--- src/rtl/mmio_test_monitor.sv ---
// rtl/mmio_test_monitor.sv - MMIO test monitor: status decode, log FIFO, cycle counter, optional watchdog
// Optional watchdog enabled by defining MMIO_MON_WATCHDOG_EN.
module mmio_test_monitor #(
  parameter logic [31:0] BASE_ADDR      = 32'h0200_0000,
  parameter logic [31:0] PASS_CODE      = 32'd55,
  parameter int          NUM_CH         = 4,
  parameter int          FIFO_DEPTH     = 8,
  parameter int          TIMEOUT_CYCLES = 10000,
  parameter int          CNT_W          = 32,
  localparam int         CH_W           = (NUM_CH > 1) ? $clog2(NUM_CH) : 1
) (
  input  logic             clk,
  input  logic             reset,
  input  logic             MemWrite,
  input  logic [31:0]      DataAdr,
  input  logic [31:0]      WriteData,
  input  logic             log_ready,
  output logic             log_valid,
  output logic [CH_W-1:0]  log_chan,
  output logic [31:0]      log_data,
  output logic             done,
  output logic             pass,
  output logic             fail,
  output logic [31:0]      fail_code,
  output logic             timeout,
  output logic             overflow,
  output logic [CNT_W-1:0] cycle_count
);

  localparam int AW = $clog2(FIFO_DEPTH);
  localparam logic [31:0] LOG_BASE = BASE_ADDR + 32'h10;
`ifdef MMIO_MON_WATCHDOG_EN
  localparam bit WD_EN = 1'b1;
`else
  localparam bit WD_EN = 1'b0;
`endif

  typedef enum logic [1:0] {S_RUN, S_DONE, S_TMO} state_t;
  state_t state, state_n;

  logic            wr_ok, status_hit, log_hit, at_limit, expire;
  logic [29:0]     log_word;
  logic [CH_W-1:0] log_ch;

  assign wr_ok      = MemWrite && (DataAdr[1:0] == 2'b00);
  assign status_hit = wr_ok && (DataAdr == BASE_ADDR + 32'hC);
  // Word index relative to LOG[0]; addresses below the window wrap to huge values.
  assign log_word   = DataAdr[31:2] - LOG_BASE[31:2];
  assign log_hit    = wr_ok && (log_word < 30'(NUM_CH));
  assign log_ch     = log_word[CH_W-1:0];
  assign at_limit   = (cycle_count == CNT_W'(TIMEOUT_CYCLES - 1));
  assign expire     = WD_EN && at_limit;

  always_comb begin
    state_n = state;
    case (state)
      S_RUN: begin
        if (status_hit)  state_n = S_DONE;
        else if (expire) state_n = S_TMO;
      end
      default: state_n = state;
    endcase
  end

  always_ff @(posedge clk) begin
    if (reset) state <= S_RUN;
    else       state <= state_n;
  end

  logic [CH_W-1:0] mem_ch   [FIFO_DEPTH];
  logic [31:0]     mem_data [FIFO_DEPTH];
  logic [AW-1:0]   wr_ptr, rd_ptr;
  logic [AW:0]     count;
  logic            full, pop, push_ok, timeout_q;

  assign full    = (count == (AW+1)'(FIFO_DEPTH));
  assign pop     = log_valid && log_ready;
  assign push_ok = log_hit && (!full || pop);

  assign log_valid = (count != '0);
  assign log_chan  = log_valid ? mem_ch[rd_ptr]   : '0;
  assign log_data  = log_valid ? mem_data[rd_ptr] : '0;
  assign timeout   = WD_EN && timeout_q;

  always_ff @(posedge clk) begin
    if (push_ok) begin
      mem_ch[wr_ptr]   <= log_ch;
      mem_data[wr_ptr] <= WriteData;
    end
  end

  always_ff @(posedge clk) begin
    if (reset) begin
      wr_ptr <= '0;
      rd_ptr <= '0;
      count  <= '0;
    end else begin
      if (push_ok) wr_ptr <= wr_ptr + 1'b1;
      if (pop)     rd_ptr <= rd_ptr + 1'b1;
      case ({push_ok, pop})
        2'b10:   count <= count + 1'b1;
        2'b01:   count <= count - 1'b1;
        default: count <= count;
      endcase
    end
  end

  always_ff @(posedge clk) begin
    if (reset) begin
      done        <= 1'b0;
      pass        <= 1'b0;
      fail        <= 1'b0;
      fail_code   <= '0;
      timeout_q   <= 1'b0;
      overflow    <= 1'b0;
      cycle_count <= '0;
    end else begin
      if (state == S_RUN && status_hit) begin
        done <= 1'b1;
        if (WriteData == PASS_CODE) begin
          pass <= 1'b1;
        end else begin
          fail      <= 1'b1;
          fail_code <= WriteData;
        end
      end else if (state == S_RUN && expire) begin
        timeout_q <= 1'b1;
      end
      // The transition edge itself does not count, so the count freezes at the exit value.
      if (state == S_RUN && state_n == S_RUN && cycle_count != '1)
        cycle_count <= cycle_count + 1'b1;
      if (log_hit && full && !pop)
        overflow <= 1'b1;
    end
  end

endmodule

--- config.mk ---
export PLATFORM = sky130hd
export DESIGN_NAME = mmio_test_monitor
export DESIGN_NICKNAME = d
export VERILOG_FILES = /design/src/rtl/mmio_test_monitor.sv
export SDC_FILE = /design/constraint.sdc
export NUM_CORES = 1
export LEC_CHECK = 0
export ABC_AREA = 0
export ABC_CLOCK_PERIOD_IN_PS = 16600
export BUFFER_PORTS_ARGS = -buffer_cell sky130_fd_sc_hd__buf_2
export CAP_MARGIN = 0
export CELL_PAD_IN_SITES_DETAIL_PLACEMENT = 0
export CELL_PAD_IN_SITES_GLOBAL_PLACEMENT = 1
export CORE_MARGIN = 2
export CORE_UTILIZATION = 54
export CTS_BUF_LIST = sky130_fd_sc_hd__clkbuf_2
export CTS_CLUSTER_SIZE = 10
export DETAILED_ROUTE_END_ITERATION = 16
export HOLD_SLACK_MARGIN = 0.1
export PLACE_DENSITY = 0.86
export SLEW_MARGIN = 20
export SYNTH_ARGS = -nofsm -noshare
export SYNTH_HDL_FRONTEND = slang
export SYNTH_SLANG_ARGS = --single-unit
--- constraint.sdc ---
create_clock -name clk -period 16.6 [get_ports clk]
set_input_delay 3.32 -clock clk [delete_from_list [all_inputs] [get_ports clk]]
set_output_delay 3.32 -clock clk [all_outputs]
set_load 0.03 [all_outputs]
After elaboration in Yosys (flattened, before gate mapping)
Memories as Yosys holds them, arrays and structs flattened. A register that Yosys moved wholly into a read port is not among the register bits. Cells that the tools add are included. Widths: inputs -> output; s select.

Add/sub/neg operators: 6. Magnitude comparators: 1. Equal/unequal tests: 6. Mux-type cells: 11. Bitwise logic cells: 1. Reductions and logical operators: 20.

Operators by type and width (number): $add 32x1->32 const B (1); $eq 32x26->1 const B (1); $eq 32x6->1 const B (1); $mux 32 (1); $ne 32x32->1 const B (1); $lt 30x3->1 const B (1); $sub 30x24->30 const B (1); $mux 3 (4); $logic_and 1x1->1 (10); $pmux 4 s2 (1); $add 3x1->3 const B (2); $logic_not 2->1 (3); $mux 2 (3); $add 4x1->4 const B (1); $eq 4x4->1 const B (1); $reduce_and 2->1 (2); $reduce_bool 4->1 (1); $sub 4x1->4 const B (1); $eq 2x1->1 const B (1); $eq 2x2->1 const B (1); $logic_not 1->1 (2); $mux 1 (2); $reduce_bool 2->1 (1); $logic_or 1x1->1 (1); $not 1->1 (1).

Register bits after elaboration: 80. Bits in writable memories: 272. Input bits: 68. Output and inout port bits: 104. Word-level logic and storage cells: 57. Memories: 2.

Memory list: mem_data (words 8, bits a word 32, rd ports 1, clocked after memory_dff 1, write ports 1, line 71) `logic [31:0] mem_data [FIFO_DEPTH];`; mem_ch (words 8, bits a word 2, rd ports 1, clocked after memory_dff 1, write ports 1, line 70) `logic [CH_W-1:0] mem_ch [FIFO_DEPTH];`.

Logic depth before layout (Yosys ltp)
Word-level depth: 8. Gate-level depth with buffers: 15. Gate-level depth less buffers: 14.

Least setup slack after synthesis
OpenSTA, ideal clock, no wires.

Path kind: input-to-reg. Start: input port DataAdr[17]. End: memory mem_ch[0][0] (netlist name) (enable). Setup time: 0.510 ns. Arrival: 8.219 ns. Required time: 16.090 ns. Setup slack: 7.871 ns. Cell stages on the path: 8. Buffers on the path: 1. Cell sequence: nor4_1 -> nand3_1 -> a2111oi_2 -> nand3_1 -> nor4_4 -> nand2b_1 -> buf_2 -> nor4_1.

Cells in the longest elaborated chain, start to end: 6.

RTL lines: start: declaration (line 15) `input logic [31:0] DataAdr,`; $sub 30x24->30 (line 48) `assign log_word = DataAdr[31:2] - LOG_BASE[31:2];`; $lt 30x3->1 (line 49) `assign log_hit = wr_ok && (log_word < 30'(NUM_CH));`; $logic_and 1x1->1 (line 49); $logic_and 1x1->1 (line 78) `assign push_ok = log_hit && (!full || pop);`; $mux 1 (line 86) `if (push_ok) begin`; $mux 1 (implied by the code) (line 87) `mem_ch[wr_ptr] <= log_ch;`; end: declaration (line 70).

No other way between the ends.

==> metrics.log <==
INFO  metric status = finished clean
INFO  metric synth_top_cell_area_share = just under 60%
INFO  metric route.vias.total = between 8000 and 9000
INFO  metric tritoncts = built
INFO  metric timing.max_slew.rel_slack = 29.04%
INFO  metric synthesis.area_per_instance = 15.56 sq um
INFO  metric synth_ff_type = sky130_fd_sc_hd__edfxtp_1
INFO  metric post_cts_resized = 0
INFO  metric postSynthNetCount = roughly 980
INFO  metric multi_input_area = 4121 sq um
INFO  metric cts.hold.buffers_added = 0
INFO  metric fin_setup_tns = 0 ns
INFO  metric synth_seq_cells = 355
INFO  metric dr.pass1.iters = 4
INFO  metric aggregate_global_route_resource_usage = 21.46%
INFO  metric core.rowCount = 59
INFO  metric post_route_wl = 29.53 mm
INFO  metric yosys-top-cells-count = sky130_fd_sc_hd__edfxtp_1 (272), sky130_fd_sc_hd__nor2_1 (97), sky130_fd_sc_hd__dfxtp_1 (83)
INFO  metric worstRegToRegCells = 8
INFO  metric maxCapViolations = 0
INFO  metric reg2reg_from = cycle_count[8]$_SDFFE_PP0P_
INFO  metric start_util = 54.67%
INFO  metric design.die.area = 27470 sq um
INFO  metric layout_worst_path_cycle_share = 40.68%
INFO  metric worst-endpoint-arrival = 3.43 ns
INFO  metric detail_route.iter0.violations = about 570
INFO  metric numClockSinks = 355
INFO  metric setup_violations = 0
INFO  metric power.switching = 447.5 uW
INFO  metric post_cts.repair.setup_buffers = 0
INFO  metric synth-edff-count = 272
INFO  metric final_net_count = 1209
INFO  metric register_area = 9836 sq um
INFO  metric synth.lib_cells_used.distinct = 54
INFO  metric htree_num_levels = 3
INFO  metric post-route-min-period = between 6 and 7 ns
INFO  metric grt_pass1_wl = 46.64 mm
INFO  metric core_region_area = 25840 sq um
INFO  metric layout.filler_cells = 1954
INFO  metric tightest_slew = 1.062 ns
INFO  metric post-dp-hpwl = 17.65 mm
INFO  metric hold_slack = 0.4544 ns
INFO  metric total_leakage_power = 0.005734 uW
INFO  metric grt_start_max_net_pins = 84
INFO  metric power.share.switching = 25.91%
INFO  metric start_kind = register
INFO  metric yosysWarningCount = 0
INFO  metric io_buffers = 170
INFO  metric drive_above_1_share = around a third
INFO  metric min_path_type = reg -> reg
INFO  metric cellInternalPower = 1279 uW
INFO  metric antenna_found_initial = 1
INFO  metric gpl.final_weighted_congestion = roughly 0.75
INFO  metric clock-skew-final = approximately 0.07 ns
INFO  metric criticalPathCategory = reg -> out
INFO  metric synth_async_sr_flop_share = 0%
INFO  metric power.share.clock = 33.8%
INFO  metric placed_area = 15380 sq um
INFO  metric synth.yosys.seq_area_share = 69.59%
INFO  metric globalRoute.totalOverflow = 0
INFO  metric min_path_cells = 2
INFO  metric sequentialPowerShare = 55.8%
INFO  metric ctsRootBufferMaster = sky130_fd_sc_hd__clkbuf_2
INFO  metric areaGrowthSynthToFinish = 15.21%
INFO  metric design.portCount = about 170
INFO  metric grt_setup_unrepaired = no
INFO  metric worstSkewPairLatency = approximately 0.85 ns
INFO  metric numCtsBuffers = 85
INFO  metric yosys.cell_count.top_type = sky130_fd_sc_hd__edfxtp_1
INFO  metric worst_ir_drop_vdd = between 0.00004 and 0.00005 V
INFO  metric cell_count_after_synthesis = 908
INFO  metric fin_total_pwr = 1727 uW
INFO  metric synth_area_leader_cell = sky130_fd_sc_hd__edfxtp_1
INFO  metric timing.hold.worst.start = fail_code[10]$_SDFFE_PP0P_
INFO  metric power_per_cell_area = 106.1 nW/um^2
INFO  metric first_global_vias = 8738
INFO  metric die_x = 165.7 um
INFO  metric share_comb_of_total_power = 10.4%
INFO  metric final-hold-violation-count = 0
INFO  metric critPathRequiredTime = 13.28 ns
INFO  metric final_design_area_no_fill = ~16000 sq um
INFO  metric die_h = about 170 um
INFO  metric wire_per_inst = 19.15 um
INFO  metric clk_pin_slew_worst_paths = 0.10 ns
INFO  metric detail_route.vias_per_cell = 5.494
INFO  metric drt.antenna.violating_nets = 0
INFO  metric timing.fmax = 148.1 MHz
INFO  metric max-clock-path-buffers = 3
INFO  metric timing.final.max_slew_violations = 0
INFO  metric timing.critical_path.fanout_max = 50
INFO  metric dr_drc_count = 0
INFO  metric synth.top_cells.by_area = sky130_fd_sc_hd__edfxtp_1 (58%), sky130_fd_sc_hd__dfxtp_1 (12%), sky130_fd_sc_hd__mux4_2 (11%)
INFO  metric cp-end-kind = output pin
INFO  metric combined_area_of_all_synthesized_cells = 14120 sq um
==> cell families after synthesis <==
group,Yosys count,synth area share [%]
compound gates,62,2.507
flops,355,69.59
simple gates,286,9.833
mux,106,13.54
fa+ha+maj,7,0.6555
xor+xnor,35,2.170
other cells,1,0.02655
buf+inv,56,1.674
==> critical path, stage by stage, from the launching register on <==
cell                      delay, ns
sky130_fd_sc_hd__dfxtp_4       0.61
sky130_fd_sc_hd__buf_4         0.83
sky130_fd_sc_hd__mux4_2        0.60
sky130_fd_sc_hd__mux2i_1       0.27
sky130_fd_sc_hd__nor2_1        0.08
sky130_fd_sc_hd__buf_2         0.19
==> layout by cell type, fill, tap and decap left out, types with 22 or more instances in the layout <==
cell,Yosys,final
sky130_fd_sc_hd__a21oi_1,42,42
sky130_fd_sc_hd__buf_2,6,170
sky130_fd_sc_hd__clkbuf_2,0,129
sky130_fd_sc_hd__clkinv_1,0,22
sky130_fd_sc_hd__dfxtp_1,83,80
sky130_fd_sc_hd__edfxtp_1,272,272
sky130_fd_sc_hd__mux2i_1,37,37
sky130_fd_sc_hd__mux4_2,68,68
sky130_fd_sc_hd__nand2_1,81,81
sky130_fd_sc_hd__nor2_1,97,93
==> power groups by stage <==
stage          sequential, uW  clock (uW)  combinational, uW
2_1_floorplan             980           0                127
3_3_place_gp              985           0                180
3_5_place_dp              984           0                182
4_1_cts                   964         601                182
5_1_grt                   965         646                194
6_report                  964         584                179
==> layer usage <==
metal | up-vias | part of all wire, % | global-route usage, %
li1 | 3978 | - | -
met1 | 4143 | 42 | 28.78
met2 | 310 | 49 | 35.00
met3 | 41 | 7.2 | 5.505
met4 | 0 | 1.4 | 6.541
met5 | - | 0 | 0
==> final timing paths <==
| check | slack (ns) | end |
|---|---|---|
| hold reg to reg | 0.45 | fail_code[10]$_SDFFE_PP0P_ |
| setup / recovery | 9.85 | log_data[11] |
| hold / removal | 0.45 | fail_code[10]$_SDFFE_PP0P_ |
| setup reg to reg | 13.78 | cycle_count[9]$_SDFFE_PP0P_ |
==> flip-flops by register name (all words and copies together), names as in the netlist, named ones only <==
| register | count |
|---|---|
| fail | 1 |
| mem_ch | 16 |
| fail_code | 32 |
| cycle_count | 32 |
| wr_ptr | 3 |
| overflow | 1 |
| pass | 1 |
| rd_ptr | 3 |
| state | 2 |
| mem_data | 256 |
| count | 4 |
| done | 1 |
==> stage by stage <==
stage               std cells  worst slack (ns)  utilization (%)
finish                   1542             9.846            62.98
global route             1541             9.485            62.97
CTS                      1538             9.674            62.75
detailed placement       1381             9.049            59.54
global placement         1380             9.291            59.46
floorplan                 908             7.871                -
==> final cells by class <==
class                      count  share of cell area [%]
sequential                   355                   60.44
multi-input combinational    497                   25.33
timing repair buffer         186                   6.289
clock buffer                 129                   3.967
antenna                        2                 0.03076
clock inverter                28                   1.138
tap                          335                   2.576
inverter                      10                  0.2307
Power figures use the tool's default switching activity.
